$ cat src/rtl/m_bcd_updown_counter_pkg.sv
// +-----------------------------------------------------------------------------+
// | m_bcd_updown_counter_pkg : shared BCD constants, op decode and helpers       |
// | Revision: 1.0                                                               |
// +-----------------------------------------------------------------------------+
`default_nettype none

package m_bcd_updown_counter_pkg;

   localparam int BCD_DIGIT_W    = 4;
   localparam logic [BCD_DIGIT_W-1:0] BCD_MAX_DIGIT = 4'd9;
   localparam int BCD_MAX_DIGITS = 8;

   // Per-edge operation after applying clr > load > en priority.
   typedef enum logic [1:0] {
      OP_HOLD  = 2'd0,
      OP_COUNT = 2'd1,
      OP_LOAD  = 2'd2,
      OP_CLR   = 2'd3
   } bcd_op_e;

   function automatic logic [BCD_MAX_DIGITS*BCD_DIGIT_W-1:0] bcd_max(input int digits);
      logic [BCD_MAX_DIGITS*BCD_DIGIT_W-1:0] r;
      r = '0;
      for (int i = 0; i < BCD_MAX_DIGITS; i++) begin
         if (i < digits) begin
            r[i*BCD_DIGIT_W +: BCD_DIGIT_W] = BCD_MAX_DIGIT;
         end
      end
      return r;
   endfunction

   function automatic logic bcd_digit_bad(input logic [BCD_DIGIT_W-1:0] d);
      return (d > BCD_MAX_DIGIT);
   endfunction

   function automatic logic [BCD_DIGIT_W-1:0] bcd_sanitize(input logic [BCD_DIGIT_W-1:0] d);
      return bcd_digit_bad(d) ? BCD_MAX_DIGIT : d;
   endfunction

   function automatic bcd_op_e bcd_decode_op(input logic clr, input logic load, input logic en);
      bcd_op_e op;
      if (clr) begin
         op = OP_CLR;
      end else if (load) begin
         op = OP_LOAD;
      end else if (en) begin
         op = OP_COUNT;
      end else begin
         op = OP_HOLD;
      end
      return op;
   endfunction

endpackage

`default_nettype wire

$ cat src/rtl/m_bcd_updown_counter_digit.sv
// +-----------------------------------------------------------------------------+
// | m_bcd_digit : single BCD digit up/down cell with clear, load and step        |
// | Revision: 1.0                                                               |
// +-----------------------------------------------------------------------------+
`default_nettype none

module m_bcd_digit
   import m_bcd_updown_counter_pkg::*;
(
   input  logic                   clk,
   input  logic                   reset,
   input  logic                   step,
   input  logic                   up,
   input  logic                   load,
   input  logic                   clr,
   input  logic [BCD_DIGIT_W-1:0] load_digit,
   output logic [BCD_DIGIT_W-1:0] digit,
   output logic                   at_top,
   output logic                   at_bottom
);

   logic [BCD_DIGIT_W-1:0] r_digit;
   logic [BCD_DIGIT_W-1:0] w_next;

   assign at_top    = (r_digit == BCD_MAX_DIGIT);
   assign at_bottom = (r_digit == '0);
   assign digit     = r_digit;

   always_comb begin
      w_next = r_digit;
      if (clr) begin
         w_next = '0;
      end else if (load) begin
         // Sanitised here as well so the cell can never hold a non-BCD value.
         w_next = bcd_sanitize(load_digit);
      end else if (step) begin
         if (up) begin
            w_next = at_top ? '0 : r_digit + 4'd1;
         end else begin
            w_next = at_bottom ? BCD_MAX_DIGIT : r_digit - 4'd1;
         end
      end
   end

   always_ff @(posedge clk or posedge reset) begin
      if (reset) begin
         r_digit <= '0;
      end else begin
         r_digit <= w_next;
      end
   end

endmodule

`default_nettype wire

$ cat src/rtl/m_bcd_updown_counter.sv
// +-----------------------------------------------------------------------------+
// | m_bcd_updown_counter : parametrised multi-digit BCD up/down counter with     |
// | wrap/saturate limits, parallel load and overflow/underflow pulses            |
// | Revision: 1.0                                                               |
// +-----------------------------------------------------------------------------+
`default_nettype none

module m_bcd_updown_counter
   import m_bcd_updown_counter_pkg::*;
#(
   parameter int unsigned DIGITS = 4,
   parameter bit          WRAP   = 1'b1
) (
   input  logic                      clk,
   input  logic                      reset,
   input  logic                      en,
   input  logic                      up,
   input  logic                      clr,
   input  logic                      load,
   input  logic [BCD_DIGIT_W*DIGITS-1:0] load_val,
   output logic [BCD_DIGIT_W*DIGITS-1:0] bcd_out,
   output logic                      tc,
   output logic                      ovf,
   output logic                      udf,
   output logic                      load_err
);

   localparam int W = BCD_DIGIT_W * DIGITS;
   localparam logic [BCD_MAX_DIGITS*BCD_DIGIT_W-1:0] c_MAX_FULL = bcd_max(DIGITS);
   localparam logic [W-1:0] c_MAX = c_MAX_FULL[W-1:0];

   bcd_op_e           w_op;
   logic [DIGITS-1:0] w_at_top;
   logic [DIGITS-1:0] w_at_bottom;
   logic [DIGITS-1:0] w_step;
   logic [DIGITS-1:0] w_digit_bad;
   logic              w_at_max;
   logic              w_at_zero;
   logic              w_at_limit;
   logic              w_count;
   logic              w_clr;
   logic              w_load;

   logic r_ovf;
   logic r_udf;
   logic r_load_err;

   assign w_op       = bcd_decode_op(clr, load, en);
   assign w_clr      = (w_op == OP_CLR);
   assign w_load     = (w_op == OP_LOAD);
   assign w_at_max   = &w_at_top;
   assign w_at_zero  = &w_at_bottom;
   assign w_at_limit = up ? w_at_max : w_at_zero;

   // Saturating instances freeze every digit at the limit instead of rolling over.
   assign w_count = (w_op == OP_COUNT) & ~(~WRAP & w_at_limit);

   generate
      for (genvar gi = 0; gi < DIGITS; gi++) begin : g_digit
         if (gi == 0) begin : g_lsd
            assign w_step[gi] = w_count;
         end else begin : g_upper
            // Prefix-AND of lower digits rather than a bit-to-bit ripple on w_step.
            assign w_step[gi] = w_count &
                                (up ? (&w_at_top[gi-1:0]) : (&w_at_bottom[gi-1:0]));
         end

         assign w_digit_bad[gi] = bcd_digit_bad(load_val[gi*BCD_DIGIT_W +: BCD_DIGIT_W]);

         m_bcd_digit u_digit (
            .clk        (clk),
            .reset      (reset),
            .step       (w_step[gi]),
            .up         (up),
            .load       (w_load),
            .clr        (w_clr),
            .load_digit (load_val[gi*BCD_DIGIT_W +: BCD_DIGIT_W]),
            .digit      (bcd_out[gi*BCD_DIGIT_W +: BCD_DIGIT_W]),
            .at_top     (w_at_top[gi]),
            .at_bottom  (w_at_bottom[gi])
         );
      end
   endgenerate

   always_ff @(posedge clk or posedge reset) begin
      if (reset) begin
         r_ovf      <= 1'b0;
         r_udf      <= 1'b0;
         r_load_err <= 1'b0;
      end else begin
         r_ovf      <= (w_op == OP_COUNT) &  up & w_at_max;
         r_udf      <= (w_op == OP_COUNT) & ~up & w_at_zero;
         r_load_err <= w_load & (|w_digit_bad);
      end
   end

   assign ovf      = r_ovf;
   assign udf      = r_udf;
   assign load_err = r_load_err;
   assign tc       = up ? (bcd_out == c_MAX) : (bcd_out == '0);

endmodule

`default_nettype wire

$ cat config.mk
export PLATFORM = sky130hd
export DESIGN_NAME = m_bcd_updown_counter
export DESIGN_NICKNAME = d
export VERILOG_FILES = /design/src/rtl/m_bcd_updown_counter_pkg.sv /design/src/rtl/m_bcd_updown_counter_digit.sv /design/src/rtl/m_bcd_updown_counter.sv
export SDC_FILE = /design/constraint.sdc
export NUM_CORES = 1
export LEC_CHECK = 0
export CORE_ASPECT_RATIO = 0.7
export CORE_MARGIN = 2
export CORE_UTILIZATION = 56
export CTS_BUF_LIST = sky130_fd_sc_hd__clkbuf_4
export DETAILED_ROUTE_END_ITERATION = 6
export GPL_TIMING_DRIVEN = 0
export PLACE_DENSITY = 0.9
export SLEW_MARGIN = 20
export SYNTH_ARGS = -nofsm -noshare
export SYNTH_HDL_FRONTEND = slang
export SYNTH_HIERARCHICAL = 1
export SYNTH_SLANG_ARGS = --single-unit
$ cat constraint.sdc
create_clock -name clk -period 4.4 [get_ports clk]
set_clock_uncertainty 0.2 [all_clocks]
set_input_delay 0.88 -clock clk [delete_from_list [all_inputs] [get_ports clk]]
set_output_delay 0.88 -clock clk [all_outputs]
set_load 0.01 [all_outputs]
Yosys cells after proc, flatten, opt, wreduce, memory -nomap -nowiden
Index checks and enable logic that the tools add are counted.
{"block": "word_totals", "in_bits": 22, "ff_bits": 19, "output_inout_bits": 20, "elab_cells": 87}
{"block": "classes", "bitwise_logic": 9, "mux": 35, "order_cmp": 4, "n_eq_ne": 8, "add_sub_neg": 8, "reduce_logical": 16}
{"op": "2-to-1 mux 4 bit", "n": 28}
{"op": "adder 4 x 1 -> 4 bit (second input constant)", "n": 4}
{"op": "equality test 16 bit (second input constant)", "n": 1}
{"op": "equality test 4 bit (second input constant)", "n": 4}
{"op": "> comparator 4 bit (second input constant)", "n": 4}
{"op": "logical NOT 16 bit", "n": 1}
{"op": "logical NOT 4 bit", "n": 4}
{"op": "subtractor 4 x 1 -> 4 bit (second input constant)", "n": 4}
{"op": "nonzero test 3 bit", "n": 4}
{"op": "AND 1 bit", "n": 8}
{"op": "AND reduction 4 bit", "n": 2}
{"op": "AND reduction 3 bit", "n": 2}
{"op": "2-to-1 mux 1 bit", "n": 5}
{"op": "equality test 2 bit (second input constant)", "n": 2}
{"op": "2-to-1 mux 2 bit", "n": 2}
{"op": "AND reduction 2 bit", "n": 2}
{"op": "OR reduction 4 bit", "n": 1}
{"op": "equality test 2 x 1 -> 1 bit (second input constant)", "n": 1}
{"op": "NOT 1 bit", "n": 1}

Logic depth before layout (Yosys ltp)
{"block": "depth", "ltp_word": 8, "ltp_mapped": 9, "mapped_depth_nobuf": 7}

Cells and area by module
Netlist, hierarchy kept.
{"module": "m_bcd_digit", "seq_area_each_um2": 100.1, "cells_each": 43, "instances": 4, "area_each_um2": 377.9}
{"module": "m_bcd_updown_counter", "seq_area_each_um2": 75.1, "cells_each": 37, "instances": 1, "area_each_um2": 275.3}

Least setup slack after synthesis
Ideal clock, no wire load.
{"block": "synth_path", "path_type": "input to output", "start": "input port up", "end": "output port tc", "setup_slack_ps": 1588, "n_path_buf": 0, "path_stages": 3, "t_required_ps": 3320, "t_arrival_ps": 1732, "cell_sequence": "nand4bb_1 -> or3_1 -> a2111oi_2"}
{"block": "synth_via", "elab_chain_cells": 1}
{"element": "from (decl)", "line": "m_bcd_updown_counter.sv:17", "rtl": "input logic up,"}
{"element": "2-to-1 mux 1 bit", "line": "m_bcd_updown_counter.sv:100", "rtl": "assign tc = up ? (bcd_out == c_MAX) : (bcd_out == '0);"}
{"element": "to (decl)", "line": "m_bcd_updown_counter.sv:22", "rtl": "output logic tc,"}
Every way passes these cells.

Worst setup path after layout
Same ends and word-level chain as after synthesis.

==> summary.txt <==
Worst setup path
  – CP required: 3.32 ns
  – Reg2Reg Depth: 8
  – Crit path max fanout: 35
  – Worst EP arrival: just over 3 ns
  – Worst setup path class: input port to primary output
  – Crit end category: primary output
  – Element type at the critical path start: input port

Timing
  – Post-layout min period: around 4.1 ns
  – Final Max Tran Viols: 0
  – Slew at the pin with the worst max-slew slack: between 0.8 and 0.9 ns
  – Max Fclk: roughly 0.24 GHz
  – Final Cycle Share: a little over nine tenths
  – Final hold vios: 0
  – Slew margin rel.: between 40% and 50%
  – Setup TNS: 0 ns
  – RSZ-0062 raised after global routing: no
  – # setup viols final: 0

Placement
  – DP HPWL: about 3.6 mm
  – Placer congestion estimate: 0.8651
  – Port bufs: 41
  – Post-Place Cells: 289

Routing
  – Vias/cell: about 6.2
  – # DRC: 0
  – Via Count: ~1,800
  – Drt pass-1 iters: 4
  – 1st-iter DRT viols: about 220
  – Antenna viol nets, final: 0
  – DR WL/cell: 15.74 um
  – WL final: ~4.6 mm

Power and ir drop
  – Logic pwr share: ~37%
  – Sw Share: about a third
  – Sequential share of power: ~44%
  – Clock Power Share: between 10% and 20%
  – Psw: about 0.16 mW
  – Leak: approximately 0.89 nW
  – Int Pwr: 0.3058 mW
  – PnR Total Power: approximately 0.46 mW
  – Worst VDD drop: about 0.11 mV
  – Pwr Density: 202.2 nW/um^2

Layout
  – Final #Nets: about 280
  – Share of layout cells above drive strength 1: a little over a tenth
  – N_diodes: 0
  – Final core occ: between 70 and 80%
  – Area Growth Syn to Fin: 28.01%
  – Fill cells: around 260
  – Post-route insts no fill: a little under 300

Yosys
  – Ranking of synthesized cells by area: dfrtp_1, inv_1, buf_6
  – Distinct cell type count after synthesis: 37
  – Area share of the largest cell type after synthesis: approximately a quarter
  – Top FF cell, synth: dfrtp_1
  – Ys Warns: 6
  – Synth Instances: approximately 210
  – Netlist Area Pre-Place: approximately 1800 um^2
  – Post-synthesis sequential area ratio: approximately a quarter
  – Synthesized Nets: 231
  – Most frequent cells after synthesis: inv_1, dfrtp_1, a31oi_1
  – Seq cells post-synth: 19
  – Post-synth ARST share: 100.0%
  – Synth Area per Inst: around 8.5 um^2
  – Yosys top cell by area: dfrtp_1
  – Top-count cell post-synth: inv_1
  – Post-synth EDFFs: 0

Worst hold path
  – Hold Crit Class: flip-flop to flip-flop
  – Hold Path Cell Cnt: 4

Floorplan
  – Initial Util: a little under three fifths
  – Die Area: 3666 um^2
  – Row count: 17
  – Core Footprint: between 3000 and 4000 um^2
  – Die Span Y: just over 50 um
  – I/O pin count: 42
  – DIE WIDTH: between 70 and 80 um

Clock tree
  – Skew-Pair Late Insertion Delay: just over 0.3 ns
  – CTS tree: done
  – Clk sinks: 19
  – Postcts setup bufs: 0
  – CTS max path bufs: 2
  – H-tree depth: 1
  – Root buffer cell: clkbuf_4
  – CTS clk-pin slew, worst paths: about 0.10 ns
  – TritonCTS Buffers: 3

Run status
  – Run status: finished, final reports clean

GRT
  – Largest net degree at the start of global routing: 36
  – First-pass GRT wire length: 7.748 mm
  – GRT overflow: 0
  – Vias in the first global route: between 1,500 and 2,000
  – Total track usage: about 28%
  – Initial antenna violation count: 0

Flow run
  – Max Cap Viol: 0
final timing paths:
path | from | end | slack (ns)
worst max-delay path | up | tc | 0.27
worst min-delay path | g_digit[3].u_digit/digit[1] | udf | 0.55
worst max register to register | g_digit[0].u_digit/digit[0] | g_digit[3].u_digit/digit[3] | 1.58
worst min register to register | g_digit[3].u_digit/digit[1] | udf | 0.55
max in group asynchronous | reset | g_digit[2].u_digit/digit[2] | 3.13
min in group asynchronous | reset | g_digit[1].u_digit/digit[3] | 0.71
worst max-delay path: stages:
cell and delay (ns):
clkdlybuf4s15_2 0.64, nand4bb_1 0.16, or3_1 0.39, a2111oi_2 0.36, clkdlybuf4s50_1 0.61
through the flow:
step                      hold WS, ns  instance area (um^2)  setup slack (ns)
after global placement         0.5311                  2245           -0.3197
after detailed placement       0.5368                  2258           -0.3913
after CTS                      0.5528                  2287            0.2664
after floorplan                0.4336                  1787             1.588
final                          0.5536                  2287            0.2693
after global routing           0.5988                  2287            0.1315
per-layer routing:
metal | share of wire (%) | up-vias | track usage, %
met3 | 7.0 | 5 | 4.142
met5 | 0 | - | 0
met4 | 0.95 | 0 | 7.233
met1 | 46 | 852 | 38.35
met2 | 46 | 73 | 44.75
li1 | - | 892 | -
state kept, by name, indices dropped and copies added, names as in the netlist:
signal                 cells
ovf                        1
g_digit.u_digit/digit     16
udf                        1
load_err                   1
cell usage in the layout (no fill, tap or decap), types with 5 or more instances in the layout:
master           Yosys  routed
nor4_1               6       6
clkdlybuf4s50_1      0      40
dfrtp_1             19      19
a31oi_1             12      12
a21oi_1             10      10
buf_6                8       9
or4_1                5       5
nand4_1              7       7
nor3b_1              8       8
xor2_1               8       8
o21ai_0              8       8
nand2_1              5       5
nor3_1               7       7
nor2_1               6       6
o2111ai_1            8       8
xnor2_1              8       8
inv_1               28      28
layout make-up:
type	count	area, um^2	area share, %
Clock buffer	3	22.52	0.9847
Clock inverter	1	5.005	0.2188
Sequential cell	19	475.5	20.79
Inverter	28	105.1	4.595
Multi-Input combinational cell	149	1070	46.77
Buffer	13	138.9	6.072
Tap cell	38	47.55	2.079
Timing Repair Buffer	42	422.9	18.49
cells by family after synthesis:
group	after synthesis	share of synthesized area, %
simple gates	73	27.52
compound gates	59	23.81
buf+inv	41	13.66
flops	19	26.61
xor+xnor	16	7.843
mux	1	0.5602
power by group through the flow:
stage / Sequential [mW] / Clock [mW] / Combinational (mW)
6_report: 0.204 / 0.0895 / 0.169
5_1_grt: 0.206 / 0.0988 / 0.184
4_1_cts: 0.204 / 0.0926 / 0.168
3_5_place_dp: 0.207 / 0 / 0.168
3_3_place_gp: 0.207 / 0 / 0.163
2_1_floorplan: 0.207 / 0 / 0.0961
what timing repair did:
item	CTS	global route
gates resized for setup	3	0
hold buffers	0	0
endpoints found under the setup margin	1	0
Power figures use the tool's default switching activity.
